<file path="config.mk">
export PLATFORM = sky130hd
export DESIGN_NAME = msf_symbol_encoder
export DESIGN_NICKNAME = d
export VERILOG_FILES = /design/src/rtl/msf_pkg.sv /design/src/rtl/msf_slot_timer.sv /design/src/rtl/msf_symbol_encoder.sv
export SDC_FILE = /design/constraint.sdc
export NUM_CORES = 1
export LEC_CHECK = 0
export ABC_AREA = 1
export CAP_MARGIN = 20
export CORE_MARGIN = 2
export CORE_UTILIZATION = 35
export CTS_BUF_LIST = sky130_fd_sc_hd__clkbuf_8
export CTS_CLUSTER_DIAMETER = 50
export CTS_CLUSTER_SIZE = 40
export DETAILED_ROUTE_END_ITERATION = 6
export PLACE_DENSITY = 0.55
export SETUP_SLACK_MARGIN = 0.15
export SKIP_LAST_GASP = 1
export SLEW_MARGIN = 20
export SYNTH_ARGS = -nofsm -noshare
export SYNTH_HDL_FRONTEND = slang
export SYNTH_SLANG_ARGS = --single-unit
export TNS_END_PERCENT = 10
</file>
<file path="constraint.sdc">
create_clock -name clk_i -period 1.75 [get_ports clk_i]
set_input_delay 0.35 -clock clk_i [delete_from_list [all_inputs] [get_ports clk_i]]
set_output_delay 0.35 -clock clk_i [all_outputs]
set_load 0.02 [all_outputs]
</file>
<file path="src/rtl/msf_pkg.sv">
// Shared MSF definitions: symbol layout, transmitter states and slot positions
// used by the encoder, the bit sampler and the frame blocks.
package msf_pkg;

  localparam int SLOTS_PER_SEC    = 10;
  localparam int MARKER_OFF_SLOTS = 5;
  localparam int SLOT_A           = 1;
  localparam int SLOT_B           = 2;

  typedef struct packed {
    logic marker;
    logic a;
    logic b;
  } msf_sym_t;

  typedef enum logic {
    IDLE = 1'b0,
    SEND = 1'b1
  } tx_state_t;

endpackage

</file>
<file path="src/rtl/msf_slot_timer.sv">
// Tick and 100 ms slot counters for one MSF second; the end-of-slot and
// end-of-second flags mark the last tick of the respective period.
module msf_slot_timer #(
  parameter int TICKS_PER_SLOT = 1000,
  parameter int SLOTS_PER_SEC  = 10
) (
  input  logic       clk_i,
  input  logic       rst_ni,
  input  logic       clear_i,
  input  logic       enable_i,
  output logic [3:0] slot_o,
  output logic       slot_end_o,
  output logic       sec_end_o
);

  localparam int              TW        = $clog2(TICKS_PER_SLOT);
  localparam logic [TW-1:0]   TICK_LAST = TW'(TICKS_PER_SLOT - 1);
  localparam logic [3:0]      SLOT_LAST = 4'(SLOTS_PER_SEC - 1);

  logic [TW-1:0] tick;

  assign slot_end_o = enable_i && (tick == TICK_LAST);
  assign sec_end_o  = slot_end_o && (slot_o == SLOT_LAST);

  always_ff @(posedge clk_i or negedge rst_ni) begin
    if (!rst_ni) begin
      tick   <= '0;
      slot_o <= '0;
    end else if (clear_i) begin
      tick   <= '0;
      slot_o <= '0;
    end else if (enable_i) begin
      if (slot_end_o) begin
        tick   <= '0;
        slot_o <= sec_end_o ? 4'd0 : slot_o + 4'd1;
      end else begin
        tick <= tick + TW'(1);
      end
    end
  end

endmodule

</file>
<file path="src/rtl/msf_symbol_encoder.sv">
// MSF transmitter: turns per-second symbols into the carrier on/off waveform,
// with a one-entry holding register so seconds can run back-to-back.
module msf_symbol_encoder #(
  parameter int TICKS_PER_SLOT = 1000,
  parameter int SLOTS_PER_SEC  = 10
) (
  input  logic clk_i,
  input  logic rst_ni,
  input  logic sym_valid_i,
  output logic sym_ready_o,
  input  logic sym_marker_i,
  input  logic sym_a_i,
  input  logic sym_b_i,
  output logic data_o,
  output logic sec_o,
  output logic busy_o,
  output logic underrun_o
);

  import msf_pkg::*;

  tx_state_t  state;
  msf_sym_t   in_sym, hold, cur, cur_nx;
  logic       hold_valid, hold_valid_nx, ready, accept, load;
  logic       data, sec, underrun;
  logic [3:0] slot, slot_nx;
  logic       slot_end, sec_end;

  function automatic logic is_off(input msf_sym_t s, input logic [3:0] slot_idx);
    if (s.marker) return slot_idx < 4'(MARKER_OFF_SLOTS);
    return (slot_idx == 4'd0) ||
           (s.a && (slot_idx == 4'(SLOT_A))) ||
           (s.b && (slot_idx == 4'(SLOT_B)));
  endfunction

  msf_slot_timer #(
    .TICKS_PER_SLOT(TICKS_PER_SLOT),
    .SLOTS_PER_SEC (SLOTS_PER_SEC)
  ) u_timer (
    .clk_i     (clk_i),
    .rst_ni    (rst_ni),
    .clear_i   (state == IDLE),
    .enable_i  (state == SEND),
    .slot_o    (slot),
    .slot_end_o(slot_end),
    .sec_end_o (sec_end)
  );

  assign in_sym        = msf_sym_t'{marker: sym_marker_i, a: sym_a_i, b: sym_b_i};
  assign accept        = sym_valid_i && ready;
  assign load          = hold_valid && ((state == IDLE) || sec_end);
  assign hold_valid_nx = accept || (hold_valid && !load);
  assign cur_nx        = load ? hold : cur;
  // Outputs are computed from the slot the counters move to on this edge.
  assign slot_nx       = sec_end ? 4'd0 : (slot_end ? slot + 4'd1 : slot);

  // Symbol payload registers carry no reset; hold_valid qualifies them.
  always_ff @(posedge clk_i) begin
    if (accept) hold <= in_sym;
    if (load)   cur  <= hold;
  end

  always_ff @(posedge clk_i or negedge rst_ni) begin
    if (!rst_ni) begin
      state      <= IDLE;
      hold_valid <= 1'b0;
      ready      <= 1'b1;
      data       <= 1'b1;
      sec        <= 1'b0;
      underrun   <= 1'b0;
    end else begin
      hold_valid <= hold_valid_nx;
      ready      <= !hold_valid_nx;
      sec        <= 1'b0;
      underrun   <= 1'b0;
      case (state)
        IDLE: begin
          if (hold_valid) begin
            state <= SEND;
            sec   <= 1'b1;
            data  <= !is_off(hold, 4'd0);
          end else begin
            data  <= 1'b1;
          end
        end
        SEND: begin
          if (sec_end && !hold_valid) begin
            state    <= IDLE;
            underrun <= 1'b1;
            data     <= 1'b1;
          end else begin
            sec  <= sec_end;
            data <= !is_off(cur_nx, slot_nx);
          end
        end
        default: begin
          state <= IDLE;
          data  <= 1'b1;
        end
      endcase
    end
  end

  assign sym_ready_o = ready;
  assign data_o      = data;
  assign sec_o       = sec;
  assign underrun_o  = underrun;
  assign busy_o      = (state == SEND);

endmodule

</file>
==> impl_metrics.csv <==
group,metric,value,unit
synth,synth_edf_count,3,
route,drc_errors,0,
clock_tree,clk_pin_slew,0.09,ns
placement,pre_cts_ws,-0.0272,ns
critical_path,regToRegSetupSlack,-0.02,ns
synth,netlist_area,0.00129,sq mm
route,first_pass_iters,4,
critical_path,r2r_start,"u_timer.tick[1]",
critical_path,cpLargestDelayFamily,"compound AO/OA/AOI/OAI gates",
sta,fin_skew,0.00394,ns
critical_path,reg2reg_depth,10,
sta,period_minus_slack,1.77,ns
layout,fillCellCount,369,
layout,insertedDiodeCount,0,
clock_tree,root_buffer,"clkbuf_8",
power,pwr-share-clk,0.224,
synth,syn_inst,151,
placement,hpwl,1.78,mm
route,via_per_inst,4.48,
critical_path,max_stage_delay,0.37,ns
sta,timing.setup.tns,-0.0166,ns
sta,drv_slew,0,
sta,fin_crit_sh,1.01,
floorplan,die_y,64.8,um
power,leakagePower,0.801,nW
sta,fmax,0.566,GHz
synth,synth_area_per_cell,8.58,sq um
critical_path,criticalPathCategory,"flip-flop to flip-flop",
global_route,grt_use_total,0.127,
run_status,violations,"negative setup slack",
critical_path,crit_path_end_kind,"flip-flop",
run_status,status,"finished, violations left",
critical_path,path_buf_inv,2,
sta,relSlewSlack,0.821,
critical_path,cp_cell_sequence,"ha_2, nand2_4, nor2_4, nand4_1, buf_4, buf_4, o21ai_0, a21oi_1, a21oi_2, a21oi_2",
clock_tree,h-tree-depth,1,
global_route,grt_overflow,0,
power,ir_drop,296,uV
layout,drive_gt1_frac,0.229,
synth,synth_top_area_cell,"dfrtp_1",
power,internal_power,1.04,mW
synth,synth_flop_cell,"dfrtp_1",
power,p_sw,0.480,mW
worst_hold_path,hold_class,"input pin to async pin",
synth,yosys-top-cells-area,"dfrtp_1 35%, inv_1 7.2%, edfxtp_1 7.0%",
synth,synth_fp_nets,160,
floorplan,fp.dieArea,0.00420,sq mm
route,wl_per_cell,10.6,um
floorplan,initial_utilization,0.359,
route,vias,1000,
synth,synth_top_area_frac,0.348,
global_route,grt_pass1_wl,4.19,mm
critical_path,crit_arrival,1.97,ns
synth,ys_ff_latch,26,
layout,finish.utilization,0.449,
critical_path,crit_fanout,4,
sta,report.final.setup_viol,1,
run,drv_cap,0,
synth,ys_warn_count,0,
global_route,antenna_found_initial,0,
clock_tree,clockBufferDepth,2,
clock_tree,cts.sinks,26,
sta,final.setup.worst_slack,-0.0166,ns
power,seq_power_share,0.539,
synth,synth-seq-area-share,0.504,
clock_tree,clock_latency,0.27,ns
critical_path,cp_slowest_cell,"dfrtp_1",
layout,final_net_count,185,
floorplan,die_w,64.8,um
global_route,grt_pass1_vias,960,
clock_tree,cts_tree,"built",
sta,hold_viol_final,0,
global_route,grt_max_degree,21,
power,swShare,0.316,
power,power.density,938,mW/mm^2
floorplan,core,0.00361,sq mm
clock_tree,cts_buffers,3,
placement,io_buffers,10,
sta,tightest_slew,0.268,ns
synth,synthArstFlopShare,0.769,
placement,gp_congestion,0.855,
sta,rsz0062_at_grt,"true",
floorplan,ios,11,
critical_path,cp.required,1.96,ns
route,drt-total-wl,2.37,mm
synth,synth_cell_types,30,
route,ant_nets,0,
layout,syn_to_final_growth,25.1,%
critical_path,regToRegEndpoint,"data_o",
power,pwr-share-comb,0.237,
floorplan,rows,22,
critical_path,cp-start-kind,"flip-flop",
route,drt_iter0_drc,57,
-- worst reg2reg max path, delay by kind of cell, from the launching register on --
kind / cells / cell delay (ns)
compound gates: 4 / 0.42
flops: 1 / 0.37
simple gates: 3 / 0.37
buf+inv: 2 / 0.34
fa+ha+maj: 1 / 0.21
-- worst max-delay path by stage --
stage | cells after the start | to | start
after floorplan | 11 | data_o | u_timer.tick[0]
after global placement | 11 | data_o | u_timer.tick[0]
after detailed placement | 11 | data_o | u_timer.tick[0]
after CTS | 12 | data_o | u_timer.tick[0]
after global routing | 10 | data_o | u_timer.tick[1]
final | 10 | data_o | u_timer.tick[1]
-- kinds of logic after synthesis --
| group | Yosys count | synth area share |
|---|---|---|
| adders and majority gates | 3 | 0.0290 |
| and+or+nand+nor | 71 | 0.266 |
| AOI/OAI and AO/OA | 20 | 0.0966 |
| xor gates and xnor gates | 2 | 0.0135 |
| DFF | 26 | 0.504 |
| buffers and inverters | 29 | 0.0908 |
-- stage by stage --
step	cell area, sq um	total power [mW]	hold slack [ns]	std cells
after floorplan	1290	1.04	0.0544	151
after global placement	1500	1.14	0.441	215
after detailed placement	1500	1.15	0.447	215
after CTS	1560	1.49	0.432	221
after global routing	1620	1.63	0.443	223
final	1620	1.52	0.420	223
-- power by group through the flow --
| stage | sequential (mW) | clock, mW | combinational (mW) |
|---|---|---|---|
| finish | 0.819 | 0.341 | 0.360 |
| global route | 0.836 | 0.380 | 0.418 |
| CTS | 0.811 | 0.355 | 0.326 |
| detailed placement | 0.825 | 0 | 0.324 |
| global placement | 0.819 | 0 | 0.320 |
| floorplan | 0.813 | 0 | 0.230 |
-- cell type report --
cell class              count  area, sq um  share of cell area
flip-flops and latches     26          653               0.403
repair buffers             22          193               0.119
well taps                  48         60.1              0.0371
clock inverters             1         3.75             0.00232
inverters                  27          101              0.0625
multi-input cells          96          568               0.351
clock buffers               3         41.3              0.0255
-- registers in the layout, indices dropped and copies added, names as in the netlist --
register        flops
sym_ready_o         1
hold_valid          1
cur                 3
busy_o              1
u_timer.tick       10
sec_o               1
u_timer.slot_o      4
data_o              1
underrun_o          1
hold                3
-- routing by layer --
| metal | global-route usage | vias to the layer above | part of all wire |
|---|---|---|---|
| li1 | - | 525 | - |
| met4 | 0.0399 | 0 | 0.0072 |
| met5 | 0 | - | 0 |
| met1 | 0.176 | 467 | 0.50 |
| met2 | 0.201 | 6 | 0.47 |
| met3 | 0.0208 | 2 | 0.019 |
-- cell usage in the layout, fill, tap and decap left out, types with 3 or more instances in the layout --
cell,netlist,routed
inv_1,25,25
nand2_1,24,22
dfrtp_1,18,18
nor2_1,18,16
buf_4,0,11
nand3_1,11,10
clkdlybuf4s50_1,0,9
a21oi_1,9,8
nand2_2,3,4
nor2_2,4,4
nand2_4,2,3
nor3_1,3,3
o21ai_0,3,3
clkbuf_8,0,3
dfxtp_1,3,3
edfxtp_1,3,3
-- timing repair --
item,CTS,global route
pin swaps,1,8
setup endpoints to repair,9,18
resized for setup,2,12
setup buffers,2,2
hold buffers,0,0
-- synth_stat cells, types with 2 or more instances --
| cell type | n |
|---|---|
| inv_2 | 2 |
| nor2_2 | 4 |
| dfrtp_1 | 18 |
| nand2_1 | 24 |
| o21ai_1 | 2 |
| nand2_2 | 3 |
| dfstp_2 | 2 |
| o21ai_0 | 3 |
| dfxtp_1 | 3 |
| nor2_1 | 18 |
| xor2_1 | 2 |
| a21oi_1 | 9 |
| nand2_4 | 2 |
| nand3_1 | 11 |
| edfxtp_1 | 3 |
| inv_1 | 25 |
| nand4_1 | 2 |
| o22ai_1 | 2 |
| nor3_1 | 3 |
| ha_1 | 3 |
No activity file was read; power rests on OpenSTA's default activity.
